**src/rtl/keypad_scanner_if.sv**
```systemverilog
`default_nettype none
// +--------------------------------------------------------------------+
// | keypad_scanner_if : keypad matrix lines and debounced key outputs  |
// | Revision 1.0                                                       |
// +--------------------------------------------------------------------+
interface keypad_scanner_if;
  logic [3:0] row_n;
  logic [3:0] col_n;
  logic [3:0] key_code;
  logic       key_valid;
  logic       key_held;
  logic       multi_key;

  modport master (
    input  row_n,
    output col_n,
    output key_code,
    output key_valid,
    output key_held,
    output multi_key
  );

  modport slave (
    output row_n,
    input  col_n,
    input  key_code,
    input  key_valid,
    input  key_held,
    input  multi_key
  );
endinterface
`default_nettype wire

```
**src/rtl/keypad_scanner.sv**
```systemverilog
`default_nettype none
// +--------------------------------------------------------------------+
// | keypad_scanner : 4x4 matrix scan with frame-based debounce         |
// | Revision 1.0                                                       |
// +--------------------------------------------------------------------+
module keypad_scanner #(
  parameter int SCAN_BITS       = 17,
  parameter int DEBOUNCE_FRAMES = 4
) (
  input  logic              clk,
  input  logic              rst,
  keypad_scanner_if.master  kp_io
);

  localparam logic [3:0]           D_CNT    = 4'(DEBOUNCE_FRAMES);
  localparam logic [SCAN_BITS-1:0] DWELL_ONE = {{(SCAN_BITS-1){1'b0}}, 1'b1};

  typedef enum logic [1:0] {
    IDLE    = 2'd0,
    CAND    = 2'd1,
    PRESSED = 2'd2
  } state_t;

  logic [3:0]           row_meta_q;
  logic [3:0]           row_sync_q;
  logic [SCAN_BITS-1:0] dwell_q;
  logic [1:0]           col_idx_q;
  logic [1:0]           col_idx_d;
  logic [3:0]           col_n_q;
  logic [15:0]          frame_q;
  logic [15:0]          frame_d;
  state_t               state_q;
  state_t               state_d;
  logic [3:0]           cnt_q;
  logic [3:0]           cnt_d;
  logic [3:0]           cand_q;
  logic [3:0]           cand_d;
  logic [3:0]           key_code_q;
  logic [3:0]           key_code_d;
  logic                 key_held_q;
  logic                 key_held_d;
  logic                 key_valid_q;
  logic                 key_valid_d;
  logic                 multi_q;
  logic                 multi_d;

  logic                 last_dwell;
  logic                 frame_end;
  logic [4:0]           pop;
  logic [3:0]           single_code;
  logic                 is_single;
  logic                 held_seen;

  assign last_dwell = &dwell_q;
  assign frame_end  = last_dwell && (col_idx_q == 2'd3);
  assign col_idx_d  = last_dwell ? col_idx_q + 2'd1 : col_idx_q;

  // Image bit {col,row}; the frame-end classification sees column 3 via frame_d.
  always_comb begin
    frame_d = frame_q;
    if (last_dwell) begin
      frame_d[{col_idx_q, 2'b00} +: 4] = ~row_sync_q;
    end
  end

  always_comb begin
    pop         = 5'd0;
    single_code = 4'd0;
    for (int i = 0; i < 16; i++) begin
      if (frame_d[i]) begin
        pop         = pop + 5'd1;
        single_code = {i[1:0], i[3:2]};
      end
    end
  end

  assign is_single = (pop == 5'd1);
  assign held_seen = frame_d[{key_code_q[1:0], key_code_q[3:2]}];

  always_comb begin
    state_d     = state_q;
    cnt_d       = cnt_q;
    cand_d      = cand_q;
    key_code_d  = key_code_q;
    key_held_d  = key_held_q;
    key_valid_d = 1'b0;
    multi_d     = multi_q;
    if (frame_end) begin
      multi_d = (pop >= 5'd2);
      case (state_q)
        IDLE: begin
          if (is_single) begin
            cand_d = single_code;
            cnt_d  = 4'd1;
            if (D_CNT == 4'd1) begin
              state_d     = PRESSED;
              cnt_d       = 4'd0;
              key_code_d  = single_code;
              key_held_d  = 1'b1;
              key_valid_d = 1'b1;
            end else begin
              state_d = CAND;
            end
          end
        end
        CAND: begin
          if (!is_single) begin
            state_d = IDLE;
            cnt_d   = 4'd0;
          end else if (single_code == cand_q) begin
            cnt_d = cnt_q + 4'd1;
            if ((cnt_q + 4'd1) == D_CNT) begin
              state_d     = PRESSED;
              cnt_d       = 4'd0;
              key_code_d  = cand_q;
              key_held_d  = 1'b1;
              key_valid_d = 1'b1;
            end
          end else begin
            cand_d = single_code;
            cnt_d  = 4'd1;
          end
        end
        PRESSED: begin
          // Extra keys joining a held key never retrigger; only absence counts.
          if (held_seen) begin
            cnt_d = 4'd0;
          end else begin
            cnt_d = cnt_q + 4'd1;
            if ((cnt_q + 4'd1) == D_CNT) begin
              state_d    = IDLE;
              cnt_d      = 4'd0;
              key_held_d = 1'b0;
            end
          end
        end
        default: begin
          state_d = IDLE;
          cnt_d   = 4'd0;
        end
      endcase
    end
  end

  always_ff @(posedge clk or posedge rst) begin
    if (rst) begin
      row_meta_q  <= 4'b1111;
      row_sync_q  <= 4'b1111;
      dwell_q     <= '0;
      col_idx_q   <= 2'd0;
      col_n_q     <= 4'b1110;
      frame_q     <= 16'd0;
      state_q     <= IDLE;
      cnt_q       <= 4'd0;
      cand_q      <= 4'd0;
      key_code_q  <= 4'd0;
      key_held_q  <= 1'b0;
      key_valid_q <= 1'b0;
      multi_q     <= 1'b0;
    end else begin
      row_meta_q  <= kp_io.row_n;
      row_sync_q  <= row_meta_q;
      dwell_q     <= dwell_q + DWELL_ONE;
      col_idx_q   <= col_idx_d;
      col_n_q     <= ~(4'b0001 << col_idx_d);
      frame_q     <= frame_d;
      state_q     <= state_d;
      cnt_q       <= cnt_d;
      cand_q      <= cand_d;
      key_code_q  <= key_code_d;
      key_held_q  <= key_held_d;
      key_valid_q <= key_valid_d;
      multi_q     <= multi_d;
    end
  end

  assign kp_io.col_n     = col_n_q;
  assign kp_io.key_code  = key_code_q;
  assign kp_io.key_valid = key_valid_q;
  assign kp_io.key_held  = key_held_q;
  assign kp_io.multi_key = multi_q;

endmodule
`default_nettype wire

```
**src/flat_wrapper.sv**
```systemverilog
// flat-port wrapper written by rule: the top's interface ports become plain ports
module keypad_scanner_flat 
#(
  parameter int SCAN_BITS       = 17,
  parameter int DEBOUNCE_FRAMES = 4
)
  (clk, rst, kp_io_row_n, kp_io_col_n, kp_io_key_code, kp_io_key_valid, kp_io_key_held, kp_io_multi_key);
  keypad_scanner_if kp_io_i ();
  input  logic clk;
  input  logic rst;
  input wire logic [$bits(kp_io_i.row_n)-1:0] kp_io_row_n;
  output wire logic [$bits(kp_io_i.col_n)-1:0] kp_io_col_n;
  output wire logic [$bits(kp_io_i.key_code)-1:0] kp_io_key_code;
  output wire logic [$bits(kp_io_i.key_valid)-1:0] kp_io_key_valid;
  output wire logic [$bits(kp_io_i.key_held)-1:0] kp_io_key_held;
  output wire logic [$bits(kp_io_i.multi_key)-1:0] kp_io_multi_key;
  assign kp_io_i.row_n = kp_io_row_n;
  assign kp_io_col_n = kp_io_i.col_n;
  assign kp_io_key_code = kp_io_i.key_code;
  assign kp_io_key_valid = kp_io_i.key_valid;
  assign kp_io_key_held = kp_io_i.key_held;
  assign kp_io_multi_key = kp_io_i.multi_key;
  keypad_scanner #(.SCAN_BITS(SCAN_BITS), .DEBOUNCE_FRAMES(DEBOUNCE_FRAMES)) u_core (.clk(clk), .rst(rst), .kp_io(kp_io_i));
endmodule
```
**config.mk**
```make
export PLATFORM = sky130hd
export DESIGN_NAME = keypad_scanner_flat
export DESIGN_NICKNAME = d
export VERILOG_FILES = /design/src/rtl/keypad_scanner_if.sv /design/src/rtl/keypad_scanner.sv /design/src/flat_wrapper.sv
export SDC_FILE = /design/constraint.sdc
export NUM_CORES = 1
export LEC_CHECK = 0
export BUFFER_PORTS_ARGS = -buffer_cell sky130_fd_sc_hd__buf_4
export CAP_MARGIN = 20
export CORE_MARGIN = 10
export CORE_UTILIZATION = 40
export DETAILED_ROUTE_END_ITERATION = 8
export PLACE_DENSITY_LB_ADDON = 0.3
export SETUP_SLACK_MARGIN = 0.2
export SLEW_MARGIN = 0
export SYNTH_ARGS = -nofsm -noshare
export SYNTH_HDL_FRONTEND = slang
export SYNTH_SLANG_ARGS = --single-unit
```
**constraint.sdc**
```tcl
create_clock -name clk -period 11.95 [get_ports clk]
set_input_delay 1.7925 -clock clk [delete_from_list [all_inputs] [get_ports clk]]
set_output_delay 1.7925 -clock clk [all_outputs]
set_load 0.01 [all_outputs]
```
Word-level counts from Yosys, hierarchy flattened
Cells that the tools add are included.

Word-level logic and storage cells: 128. Bits of input ports: 6. Output and inout port bits: 11. Register bits: 64.

Eq/ne operators: 15. Bitwise logic cells: 2. Magnitude comparators: 2. Reduce and logical (&&, ||, !) cells: 10. Multiplexer cells: 64. Shift operators: 3. $add $sub $neg: 19.

Operators by type and width (number): two-way mux 4 bit (22); two-way mux 5 bit (15); adder 5 x 1 -> 5 bit, second input constant (14); adder 17 x 1 -> 17 bit, second input constant (1); AND reduction 17 bit (1); bitwise mux 16 bit (1); two-way mux 16 bit (1); variable shift 4 x 6 -> 16 bit, first input constant (1); indexed part select 4 x 6 -> 16 bit (1); two-way mux 2 bit (7); two-way mux 1 bit (12); one-hot mux 4 bit (3 select lines) (1); inequality test 2 x 1 -> 1 bit, second input constant (5); AND reduction 5 bit (2); inverter 4 bit (2); one-hot mux 4 bit (2 select lines) (1); AND reduction 7 bit (1); inequality test 3 bit, second input constant (2); negator 4 -> 6 bit (1); one-hot mux 2 bit (3 select lines) (1); AND reduction 6 bit (1); equality test 5 x 1 -> 1 bit, second input constant (1); greater-or-equal comparator 5 x 2 -> 1 bit, second input constant (1); < comparator 4 x 5 -> 1 bit, second input constant (1); other kinds (16) (19).

Logic depth before layout (Yosys ltp)
Depth in word-level cells: 39. Depth in mapped cells: 61. Gate-level depth less buffers: 60.

Least setup slack after synthesis
Ideal clock, no wire load.

Path type: register to register. Start: reg u_core.dwell_q[0]. End: reg u_core.key_code_q[3] (netlist: u_core.kp_io.key_code[3]). Required time: 11.825 ns. Buffers on the path: 1. Arrival: 11.839 ns. Stages on the path, launching flop included: 61. Setup slack: -0.014 ns. Clock period less this slack: 11.964 ns. Setup time: 0.125 ns. Cells stage by stage: dfrtp_1 > ha_1 > and3_1 > nor2b_1 > and3_1 > ha_1 > buf_6 > nand4bb_1 > a2bb2oi_1 > inv_1 > ha_1 > a311o_1 > and2_1 > ha_1 > or4_1 > mux2i_1 > nor2_1 > ha_1 > (+25 left out) > mux2_2 > ha_1 > mux2_2 > ha_1 > mux2i_1 > inv_2 > ha_1 > nand2_1 > o21ai_0 > ha_1 > nor2_1 > and2_1 > or4b_2 > a41oi_2 > and2_4 > nand3_4 > nor3_4 > mux2_4.

Elaborated cells between the ends (all ways): 52. Classes of those cells: add/sub: 15; eq/ne: 2; mux: 32; reduce/logical: 3.

RTL lines: start, declared (line keypad_scanner.sv:26) `logic [SCAN_BITS-1:0] dwell_q;`; start signal, assigned (line keypad_scanner.sv:163) `dwell_q <= dwell_q + DWELL_ONE;`; AND reduction 17 bit (*) (line keypad_scanner.sv:54) `assign last_dwell = &dwell_q;`; two-way mux 16 bit (*) (line keypad_scanner.sv:61) `if (last_dwell) begin`; via u_core.frame_d[1] (line keypad_scanner.sv:31) `logic [15:0] frame_d;`; two-way mux 5 bit (line keypad_scanner.sv:70) `if (frame_d[i]) begin`; adder 5 x 1 -> 5 bit (line keypad_scanner.sv:71) `pop = pop + 5'd1;`; two-way mux 5 bit (line keypad_scanner.sv:70); adder 5 x 1 -> 5 bit (line keypad_scanner.sv:71); two-way mux 5 bit (line keypad_scanner.sv:70); (+18 left out); adder 5 x 1 -> 5 bit (line keypad_scanner.sv:71); two-way mux 5 bit (line keypad_scanner.sv:70); adder 5 x 1 -> 5 bit (line keypad_scanner.sv:71); two-way mux 5 bit (line keypad_scanner.sv:70); adder 5 x 1 -> 5 bit (line keypad_scanner.sv:71); two-way mux 5 bit (line keypad_scanner.sv:70); equality test 5 x 1 -> 1 bit (line keypad_scanner.sv:77) `assign is_single = (pop == 5'd1);`; AND reduction 5 bit (no source line) (*); end signal, assigned (line keypad_scanner.sv:170) `key_code_q <= key_code_d;`; end, declared (line keypad_scanner.sv:38) `logic [3:0] key_code_q;`.

Mark *: on every way through the listed nets, which the timed path passes. The rest lies on a longest branch. A chain may end at the register's enable or synchronous reset.

Worst setup path after layout
Start: reg u_core.dwell_q[1]. End: reg u_core.key_code_q[3] (netlist: u_core.kp_io.key_code[3]).

Cells in the longest elaborated chain, start to end: 35. Elaborated cells between the ends (all ways): 52. Classes of those cells: add/sub: 15; eq/ne: 2; mux: 32; reduce/logical: 3.

RTL lines (line): AND reduction 17 bit (*) (keypad_scanner.sv:54); two-way mux 16 bit (*) (keypad_scanner.sv:61); via u_core.frame_d[0] (keypad_scanner.sv:31); two-way mux 1 bit (*) (keypad_scanner.sv:70); adder 1 x 1 -> 2 bit (keypad_scanner.sv:71); two-way mux 5 bit (*) (keypad_scanner.sv:70); adder 5 x 1 -> 5 bit (keypad_scanner.sv:71); two-way mux 5 bit (*) (keypad_scanner.sv:70); (+20 left out); adder 5 x 1 -> 5 bit (keypad_scanner.sv:71); two-way mux 5 bit (*) (keypad_scanner.sv:70); adder 5 x 1 -> 5 bit (keypad_scanner.sv:71); two-way mux 5 bit (*) (keypad_scanner.sv:70); adder 5 x 1 -> 5 bit (keypad_scanner.sv:71); two-way mux 5 bit (*) (keypad_scanner.sv:70); equality test 5 x 1 -> 1 bit (*) (keypad_scanner.sv:77); AND reduction 5 bit (no source line) (*).

Marked as above.

==> summary.md <==
| Metric | Value |
|---|---|
| Sequential power share | `0.476` |
| Mapped Avg Cell Area | `9.85 um2` |
| Maxcap violations | `0` |
| Setup WS post-layout | `-0.130 ns` |
| Post-synthesis simple-gate area fraction | `0.193` |
| Adder-cell share of the synthesized area | `0.0562` |
| WHS Path Cells | `0` |
| Final net count | `619` |
| Inserted Diodes | `0` |
| RSZ-0062 raised after global routing | `yes` |
| Critical path class | `flip-flop to flip-flop` |
| Post-Syn Instances | `520` |
| Detail Route Antenna Nets | `0` |
| CP required | `12.16 ns` |
| Total CTS buffers | `9` |
| Crit path launch type | `flip-flop` |
| Gate power share | `0.016` |
| Clk pwr share | `0.508` |
| Crit path largest cell delay | `0.51 ns` |
| Compound-gate portion of the synthesized area | `0.152` |
| CTS tree | `done` |
| Synthesized cell area | `5120 um2` |
| IO Port Bufs | `16` |
| Final Wtd Congestion | `0.836` |
| Most frequent cell after synthesis | `nand2_1` |
| Post-synth top cells | `58 x nand2_1, 53 x dfrtp_1, 45 x xnor2_1` |
| Final setup fails | `7` |
| Storage element area | `1620 um2` |
| Root buf cell | `clkbuf_16` |
| Rows | `41` |
| Async SR Flop Fraction | `1.00` |
| Seq/Total Area, Yosys | `0.315` |
| Max rail drop VDD | `0.119 mV` |
| Inst Count DP | `712` |
| Final cycle utilization of the critical path | `1.01` |
| Failing checks | `negative setup slack` |
| Detailed placement HPWL | `8.44 mm` |
| CP arrival | `12.29 ns` |
| Slowest cell on crit path | `or4_4` |
| Top cell type's share of synthesized area | `0.259` |
| Outcome | `finished with violations` |
| Area of the multi-input gates | `3650 um2` |
| Unique masters post-synth | `96` |
| Hold_buf cts | `0` |
| R2R depth | `62` |
| Crit path top cell by count | `ha_4` |
| Xor and xnor area share after synthesis | `0.166` |
| Fmax | `82.8 MHz` |
| Top cells by area, synth | `dfrtp_1 26%, xnor2_1 7.7%, dfstp_2 5.6%` |
| Vias per std cell | `5.39` |
| Leakage | `2.91 nW` |
| Cell taking the most area after synthesis | `dfrtp_1` |
| Sw Pwr | `94.8 uW` |
| P_int | `372 uW` |
| Clk sinks | `64` |
| Place WS | `-0.288 ns` |
| Switching Share | `0.203` |
| Fin util | `0.515` |
| H-tree depth | `3` |
| Reg clk slew, reported paths | `0.05 ns` |
| Die width | `133 um` |
| Filler instances | `1122` |
| Crit Path Max Fanout | `4` |
| Full die area | `17700 um2` |
| Vias in the first global route | `4053` |
| Largest net degree at the start of global routing | `65` |
| Worst-Margin Slew | `1.03 ns` |
| Layout Cells excl Fill | `767` |
| Slew HR | `0.307` |
| Layout cell share with drive strength beyond 1 | `0.350` |
| Max Slew Vio Count | `0` |
| Clk buf depth | `2` |
| Synthesis-to-layout area growth | `26.3%` |
| Yosys reg bits | `64` |
| Synth warnings | `0` |
| GRT overflow | `0` |
| CP Capture Type | `flip-flop` |
| Wire per inst | `15.6 um` |
| Starting density of the core | `0.408` |
| Largest family of logic cells by synthesized area | `simple AND/OR/NAND/NOR gates` |
| Core footprint | `12600 um2` |
| # IOs | `17` |
| Die height | `133 um` |
| Vias | `4132` |
| First-pass GRT wire length | `19.8 mm` |
| Most used flip-flop cell after synthesis | `dfrtp_1` |
| Synthesized net count | `549` |
| Number of flops mapped to enable cells by yosys | `0` |
| Worst R2R Setup Slack | `-0.13 ns` |
| Mux share of post-synthesis cell area | `0.0735` |
| Drt first pass iters | `5` |
| Fin. Hold Viols | `0` |
| 1st-iter DRT viols | `306` |
| Total GRT Usage | `0.131` |
| DRC | `0` |
| Pwr Total | `467 uW` |
| Antenna violations before repair | `0` |
| Clk_lat worst skew | `0.33 ns` |
| Clock Skew | `0.0102 ns` |
| Pwr dens | `72.2 nW/um2` |
| Final worst path period need | `12.08 ns` |
| WL final | `11.9 mm` |
| Hold Crit Class | `flip-flop to flip-flop` |
path summary, 6_finish.rpt:
check	start	to
setup reg to reg	u_core.dwell_q[1]	u_core.kp_io.key_code[3]
hold reg to reg	u_core.row_meta_q[1]	u_core.row_sync_q[1]
min in group asynchronous	rst	u_core.state_q[1]
max in group asynchronous	rst	u_core.dwell_q[1]
hold / removal	u_core.row_meta_q[1]	u_core.row_sync_q[1]
setup / recovery	u_core.dwell_q[1]	u_core.kp_io.key_code[3]
layer usage:
layer	GRT usage	wire, um	vias to the layer above
met2	0.206	5650	90
met3	0.0226	398	18
met4	0.0417	190	0
met5	0	0	-
li1	-	-	2005
met1	0.180	5700	2019
stage by stage:
step / hold slack [ns] / cell area (um2) / setup TNS (ns)
6_report: 0.353 / 6470 / -0.841
5_1_grt: 0.360 / 6470 / -8.11
4_1_cts: 0.354 / 6040 / 0
3_5_place_dp: 0.347 / 5580 / -1.98
3_3_place_gp: 0.347 / 5580 / -0.0446
2_1_floorplan: 0.345 / 5190 / 0
timing repair:
| item | 4_1_cts | 5_1_grt |
|---|---|---|
| setup endpoints to repair | 16 | 17 |
| endpoints found under the hold margin | 0 | 0 |
| buffers inserted | 19 | 20 |
| pin swaps | 11 | 36 |
| gates cloned | 0 | 0 |
| resized for setup | 8 | 53 |
power groups by stage:
stage / sequential (mW) / clock (mW) / combinational [mW]
detailed placement: 0.226 / 0 / 0.00738
finish: 0.222 / 0.237 / 0.00730
global placement: 0.226 / 0 / 0.00726
CTS: 0.222 / 0.244 / 0.00753
floorplan: 0.224 / 0 / 0.00547
global route: 0.222 / 0.255 / 0.00858
area by class of cell:
cell class	count	area share
repair buffers	74	0.0900
clock inverters	4	0.00310
flip-flops and latches	64	0.250
well taps	172	0.0333
inverters	35	0.0205
multi-input cells	406	0.564
clock buffers	12	0.0397
registers in the layout, indices dropped and copies added, names as in the netlist, 2 cells and up:
| register | flops |
|---|---|
| u_core.cnt_q | 4 |
| u_core.frame_q | 16 |
| u_core.col_idx_q | 2 |
| u_core.kp_io.key_code | 4 |
| u_core.state_q | 2 |
| u_core.kp_io.col_n | 4 |
| u_core.dwell_q | 17 |
| u_core.cand_q | 4 |
| u_core.row_sync_q | 4 |
| u_core.row_meta_q | 4 |
kinds of logic (layout without fill, tap and decap cells):
family | count (synthesis) | after routing
fa+ha+maj | 23 | 23
compound gates | 100 | 100
buf+inv | 50 | 125
mux | 28 | 28
xor+xnor | 74 | 74
flops | 64 | 64
simple gates | 181 | 181
worst max-delay path: cells and delay by family (launching register included):
kind | cells | cell delay (ns)
adder cells (fa/ha/maj) | 15 | 3.85
AND/OR/NAND/NOR | 20 | 3.27
AO/OA/AOI/OAI | 12 | 2.03
multiplexers | 7 | 1.60
buffers and inverters | 8 | 0.80
flip-flops | 1 | 0.38
cells in the final DEF (no fill, tap or decap), types with 4 or more instances in the layout:
| cell | count |
|---|---|
| nand3_1 | 15 |
| nand2_1 | 56 |
| clkbuf_16 | 9 |
| nor3_1 | 8 |
| nand3b_1 | 4 |
| and2_4 | 5 |
| a211oi_1 | 4 |
| and2_1 | 7 |
| and3_1 | 8 |
| mux2i_1 | 7 |
| o21a_1 | 5 |
| dfrtp_1 | 53 |
| buf_4 | 67 |
| inv_1 | 23 |
| o21ai_0 | 9 |
| a21oi_1 | 16 |
| ha_1 | 12 |
| xnor2_1 | 45 |
| ha_4 | 9 |
| xnor3_1 | 4 |
| xor2_2 | 5 |
| xor2_1 | 13 |
| mux2_4 | 10 |
| inv_2 | 11 |
| nor2b_1 | 7 |
| mux4_2 | 4 |
| and3_4 | 4 |
| dfstp_2 | 11 |
| buf_6 | 7 |
| clkinv_2 | 5 |
| nor2_1 | 28 |
Note: power is estimated with default switching activity, not from simulation.
